--- config.mk ---
export PLATFORM = sky130hd
export DESIGN_NAME = dftprobe_shift_capture
export DESIGN_NICKNAME = d
export VERILOG_FILES = /design/src/rtl/dftprobe_shift_capture.sv
export SDC_FILE = /design/constraint.sdc
export NUM_CORES = 1
export LEC_CHECK = 0
export BUFFER_PORTS_ARGS = -buffer_cell sky130_fd_sc_hd__buf_2
export CAP_MARGIN = 25
export CORE_MARGIN = 2
export CORE_UTILIZATION = 30
export DETAILED_ROUTE_END_ITERATION = 16
export PLACE_DENSITY_LB_ADDON = 0.08
export SYNTH_ARGS = -nofsm -noshare
export SYNTH_HDL_FRONTEND = slang
export SYNTH_SLANG_ARGS = --single-unit
--- constraint.sdc ---
create_clock -name clk -period 2.05 [get_ports clk]
set_input_delay 0.205 -clock clk [delete_from_list [all_inputs] [get_ports clk]]
set_output_delay 0.205 -clock clk [all_outputs]
set_load 0.01 [all_outputs]
--- src/rtl/dftprobe_shift_capture.sv ---
// Multi-channel DFT probe: synchronises NCH status lines, snapshots them on request and
// shifts the snapshot out on tdi LSB first. Define DFTPROBE_PARITY_EN to append an even-parity bit.
module dftprobe_shift_capture #(
  parameter int NCH         = 8,
  parameter int SYNC_STAGES = 2,
  parameter int CNT_W       = 6
) (
  input  logic           clk,
  input  logic           rst,
  input  logic [NCH-1:0] i,
  input  logic           ten,
  input  logic           cap_req,
  output logic [NCH-1:0] o,
  output logic           tdi,
  output logic           tdi_vld,
  output logic           busy,
  output logic           done
);

`ifdef DFTPROBE_PARITY_EN
  localparam int NBITS = NCH + 1;
`else
  localparam int NBITS = NCH;
`endif
  localparam logic [CNT_W-1:0] LAST_IDX = CNT_W'(NBITS - 1);

  typedef enum logic [1:0] {IDLE, CAPTURE, SHIFT, DONE} state_t;

  state_t                              state_reg;
  logic [SYNC_STAGES-1:0][NCH-1:0]     sync_reg;
  logic [NCH-1:0]                      shadow_reg;
  logic [CNT_W-1:0]                    cnt_reg;
  logic [CNT_W-1:0]                    nxt_idx;
  logic [NCH-1:0]                      shifted;
  logic                                nxt_bit;

  always_ff @(posedge clk or posedge rst) begin
    if (rst) begin
      sync_reg <= '0;
    end else begin
      sync_reg <= {sync_reg[SYNC_STAGES-2:0], i};
    end
  end

  assign o = sync_reg[SYNC_STAGES-1];

  // tdi is registered, so each cycle loads the bit that will be visible next cycle
  assign nxt_idx = cnt_reg + 1'b1;
  assign shifted = shadow_reg >> nxt_idx;
`ifdef DFTPROBE_PARITY_EN
  assign nxt_bit = (nxt_idx == CNT_W'(NCH)) ? ^shadow_reg : shifted[0];
`else
  assign nxt_bit = shifted[0];
`endif

  always_ff @(posedge clk or posedge rst) begin
    if (rst) begin
      state_reg  <= IDLE;
      shadow_reg <= '0;
      cnt_reg    <= '0;
      tdi        <= 1'b0;
      tdi_vld    <= 1'b0;
      busy       <= 1'b0;
      done       <= 1'b0;
    end else begin
      tdi     <= 1'b0;
      tdi_vld <= 1'b0;
      done    <= 1'b0;
      case (state_reg)
        IDLE: begin
          if (ten && cap_req) begin
            state_reg <= CAPTURE;
            busy      <= 1'b1;
          end
        end
        CAPTURE: begin
          if (!ten) begin
            state_reg <= IDLE;
            busy      <= 1'b0;
          end else begin
            shadow_reg <= o;
            cnt_reg    <= '0;
            tdi        <= o[0];
            tdi_vld    <= 1'b1;
            state_reg  <= SHIFT;
          end
        end
        SHIFT: begin
          if (!ten) begin
            state_reg <= IDLE;
            busy      <= 1'b0;
          end else if (cnt_reg == LAST_IDX) begin
            state_reg <= DONE;
            busy      <= 1'b0;
            done      <= 1'b1;
          end else begin
            cnt_reg <= nxt_idx;
            tdi     <= nxt_bit;
            tdi_vld <= 1'b1;
          end
        end
        DONE: begin
          state_reg <= IDLE;
        end
        default: begin
          state_reg <= IDLE;
          busy      <= 1'b0;
        end
      endcase
    end
  end

endmodule

[After elaboration in Yosys (flattened, before gate mapping)]
Cells that the tools add are included.
Storage, ports and cells
  flip-flop bits (word level): 36
  latch bits: 0
  RAM bits: 0
  bits in read-only memories: 0
  output and inout port bits: 12
  memories kept: 0
Cells by class
  add/sub/neg operators: 1
  multiply operators: 0
  div/mod/pow operators: 0
  $lt $le $gt $ge: 0
  equality and inequality tests: 10
  shifts and indexed selects: 1
  mux-type cells: 25
  bitwise logic cells: 0
  reductions and logical operators: 8
Operators with widths (number)
  2-to-1 mux 6 bit: 3
  2-to-1 mux 1 bit: 13
  case mux 6 bit (2 select lines): 1
  inequality test 2 bit, second input constant: 5
  2-to-1 mux 2 bit: 4
  case mux 2 bit (4 select lines): 1
  AND reduction 4 bit: 2
  >> shifter 8 x 6 -> 1 bit: 1
  adder 6 x 1 -> 6 bit, second input constant: 1
  == test 6 x 3 -> 1 bit, second input constant: 1
  == test 2 bit, second input constant: 2
  case mux 1 bit (2 select lines): 2
  AND reduction 2 bit: 2
  inequality test 3 bit, second input constant: 1
  case mux 1 bit (3 select lines): 1
  nonzero test 3 bit: 1
  == test 2 x 1 -> 1 bit, second input constant: 1
  logical NOT 2 bit: 1
  nonzero test 2 bit: 1
  logical AND 1 bit: 1

[Depth between registers and ports, before layout]
  word-level depth: 5
  gate-level depth with buffers: 6
  depth with buffers taken out: 6

[Least setup slack after synthesis]
No wires, ideal clock.
  path type: register to register
  from: register cnt_reg[0]
  to: register cnt_reg[3]
  setup time: 121 ps
  arrival time: 1558 ps
  data required time: 1929 ps
  slack: 371 ps
  stages on the path, launching flop included: 7
  path buffers: 1
  path through: dfrtp_1 ha_1 and2_1 buf_6 a31o_1 a21o_1 a22o_1
On the way
  word-level cells in the longest chain between the ends: 4
  elaborated cells between the ends (all ways): 7
  classes of those cells: add/sub (1); eq/ne (2); mux (3); reduce/logical (1)
Ends and longest elaborated chain
  start, declared: line 32  | logic [CNT_W-1:0] cnt_reg;
  start signal, assigned: line 97  | cnt_reg <= nxt_idx;
  adder 6 x 1 -> 6 bit: line 48  | assign nxt_idx = cnt_reg + 1'b1;
  2-to-1 mux 6 bit: line 92  | end else if (cnt_reg == LAST_IDX) begin
  2-to-1 mux 6 bit: line 89  | if (!ten) begin
  case mux 6 bit (2 select lines): line 69  | case (state_reg)
Several ways; a longest one is shown, not always the timed one. The select of a mux whose other input is x is not followed.
A chain may end at the register's enable or synchronous reset.

[Worst setup path in the final report]
  from: register cnt_reg[0]
  to: register busy
On the way
  word-level cells in the longest chain between the ends: 3
Ends and longest elaborated chain
  == test 6 x 3 -> 1 bit: line 92
  inequality test 3 bit (no line)
  AND reduction 4 bit (no line)
  end signal, assigned: line 91  | busy <= 1'b0;
  end signal, assigned: line 94  | busy <= 1'b0;
  end signal, assigned: line 107  | busy <= 1'b0;
  end, declared: line 16  | output logic busy,
Every way passes these cells.

==> flow_summary_export.csv <==
group,metric,value,unit
placement,port_buffers,23,
layout,drive_gt1_share,34.6,%
logic_synthesis,yosys-top-cells-area,"dfrtp_1 (59%), mux2_2 (5.9%), ha_1 (4.1%)",
logic_synthesis,syn-instance-count,112,
timing,slew_viol_final,0,
placement,place_hpwl,1.71,mm
logic_synthesis,yosys_warnings,0,
logic_synthesis,synth_nets,129,
worst_setup_path,cp_max_fo,9,
detailed_routing,totalWireLength,2.45,mm
timing,period_needed,1760,ps
placement,dp_slack,302,ps
layout,syn2layout_area_growth,16.2,%
die,top_level_ports,24,
clock_tree,cts_inserted_buffers,5,
timing,tightest_slew,450,ps
timing,final_hold_viol_count,0,
layout,final_area,0.00177,mm^2
detailed_routing,antenna_left,0,
hold_path,holdCritPathClass,"in -> async",
timing,setup_tns,0,ps
worst_setup_path,end_kind,"flop",
clock_tree,cts_sinks,36,
logic_synthesis,yosysUniqueCellTypes,30,
clock_tree,path_clk_slew,70,ps
timing,fin_crit_sh,85.7,%
worst_setup_path,crit_path_start_kind,"flop",
detailed_routing,first_pass_iters,4,
clock_tree,cts_resized,0,
die,dieWidth,75.2,um
status,status,"finished clean",
detailed_routing,drc,0,
timing,max_freq,569,MHz
global_routing,grt_max_degree,37,
clock_tree,cts_setup_buffers,0,
worst_setup_path,crit_family,"compound AO/OA/AOI/OAI gates",
power_and_ir_drop,ir_worst_vdd,0.458,mV
clock_tree,htreeDepth,2,
power_and_ir_drop,p_leak,0.824,nW
timing,layout_setup_ws,292,ps
global_routing,grtUsageTotal,10.0,%
logic_synthesis,ys_seq_elements,36,
logic_synthesis,syn_area_per_cell,13.6,um^2
die,dieArea,0.00565,mm^2
worst_setup_path,cp_slowest_cell,"dfrtp_1",
clock_tree,clk-insertion-delay-late,280,ps
global_routing,grt_pass1_vias,828,
worst_setup_path,critPathKind,"reg -> reg",
clock_tree,root_buffer,"clkbuf_8",
layout,fillCellCount,490,
die,start_util,31.5,%
timing,setup_viol,0,
logic_synthesis,synth_top_area_cell,"dfrtp_1",
worst_setup_path,arrival,1970,ps
layout,num_antenna_cells,0,
global_routing,grt_pass1_wl,4.03,mm
clock_tree,clockBufferDepth,2,
flow_run,maxCapViolations,0,
die,num_rows,25,
placement,gp_congestion,0.707,
die,core_area,0.00482,mm^2
layout,finish.utilization,36.6,%
die,fp.dieH,75.2,um
worst_setup_path,crit_chain,"ha_1, and2_1, a21oi_4, a2111oi_4, mux2i_1",
logic_synthesis,mappedNetlistArea,0.00152,mm^2
worst_setup_path,slowest_delay,450,ps
detailed_routing,routedWlPerCell,12.1,um
global_routing,antenna_found_initial,0,
timing,relSlewSlack,70.0,%
power_and_ir_drop,power,2.21,mW
timing,rsz0062_at_grt,"false",
detailed_routing,drtIter0Drc,38,
worst_setup_path,worstPathRequired,2260,ps
clock_tree,tritoncts,"done",
power_and_ir_drop,power_per_cell_area,1250,mW/mm^2
layout,nets,152,
logic_synthesis,synth.yosys.seq_area_share,59.3,%
detailed_routing,vias,887,
logic_synthesis,synth_top_area_share,59.3,%
worst_setup_path,path_buf_inv,0,
detailed_routing,viasPerCell,4.37,
placement,place_area,0.00166,mm^2
timing,finClkSkew,2.58,ps
global_routing,grt_overflow,0,
clock_tree,ctsHoldBuffers,0,
[worst min-delay path, stage by stage]
cell and delay, ps:
buf_2 100, inv_1 40, buf_4 390
[cells by family (layout without fill, tap and decap cells)]
logic type | Yosys count | in the layout | share of synthesized area (%)
AND/OR/NAND/NOR | 21 | 21 | 6.84
adder cells (fa/ha/maj) | 5 | 5 | 4.12
AO/OA/AOI/OAI | 18 | 18 | 10.2
buffers and inverters | 16 | 40 | 6.92
flip-flops | 36 | 36 | 59.3
XOR/XNOR | 3 | 3 | 1.73
multiplexers | 13 | 13 | 10.9
[power breakdown]
part / leakage (nW) / total [mW] / switching [mW] / internal [mW]
logic: 0.327 / 0.642 / 0.286 / 0.357
clock network: 0.0552 / 0.611 / 0.250 / 0.361
registers: 0.441 / 0.959 / 0.0924 / 0.867
total: 0.824 / 2.21 / 0.629 / 1.58
[cell type report]
cell class                      instances  area, um^2  share of cell area, %
Clock buffer                            6        72.6                   4.11
Clock inverter                          2        35.0                   1.98
Inverter                                6        22.5                   1.28
Multi-Input combinational cell         60         513                   29.1
Sequential cell                        36         901                   51.0
Tap cell                               67        83.8                   4.75
Timing Repair Buffer                   26         138                   7.80
[path summary, 6_finish.rpt]
kind                                    end  cells past startpoint         from  slack, ps
max in group asynchronous              o[5]                      3          rst       1720
worst min-delay path             cnt_reg[0]                      3          rst         10
worst max-delay path                   busy                      5   cnt_reg[0]        290
min in group clk                sync_reg[5]                      1         i[5]         20
worst min register to register         o[0]                      0  sync_reg[0]        350
worst max register to register         busy                      5   cnt_reg[0]        290
[metal layers]
| layer | share of wire (%) | track usage [%] | up-vias |
|---|---|---|---|
| met2 | 43 | 13.0 | 31 |
| met4 | 2.1 | 6.82 | 0 |
| met3 | 6.8 | 3.48 | 4 |
| met5 | 0 | 0 | - |
| met1 | 48 | 13.9 | 425 |
| li1 | - | - | 427 |
[Yosys cell counts]
cell type	count
xor2_1	1
mux2i_1	3
a2111oi_4	1
mux2_2	8
nor3_4	1
buf_6	2
a21o_1	1
nand3_1	3
o21a_1	1
a32oi_1	1
a22o_2	1
nor3_1	1
nand4b_1	1
o32ai_1	1
a21oi_1	2
o31ai_1	1
nand2_1	10
a21oi_4	1
o21ai_0	5
dfrtp_1	36
a31o_1	1
xnor2_1	2
nor2_1	4
a22o_1	1
o22a_1	1
ha_1	5
inv_1	6
buf_4	8
and2_1	1
mux4_2	2
[through the flow]
stage | cells | hold slack [ps]
after floorplan | 112 | 236
after global placement | 195 | 313
after detailed placement | 195 | 314
after CTS | 203 | 9.61
after global routing | 203 | 3.92
final | 203 | 14.1
[placed cells by master, fill, tap and decap left out, types with 2 or more instances in the layout]
master,Yosys,final
a21oi_1,2,2
buf_2,0,23
buf_4,8,3
clkbuf_8,0,5
dfrtp_1,36,36
ha_1,5,5
inv_1,6,6
mux2_2,8,8
mux2i_1,3,3
mux4_2,2,2
nand2_1,10,10
nand3_1,3,3
nor2_1,4,4
o21ai_0,5,5
xnor2_1,2,2
Power figures use the tool's default switching activity.
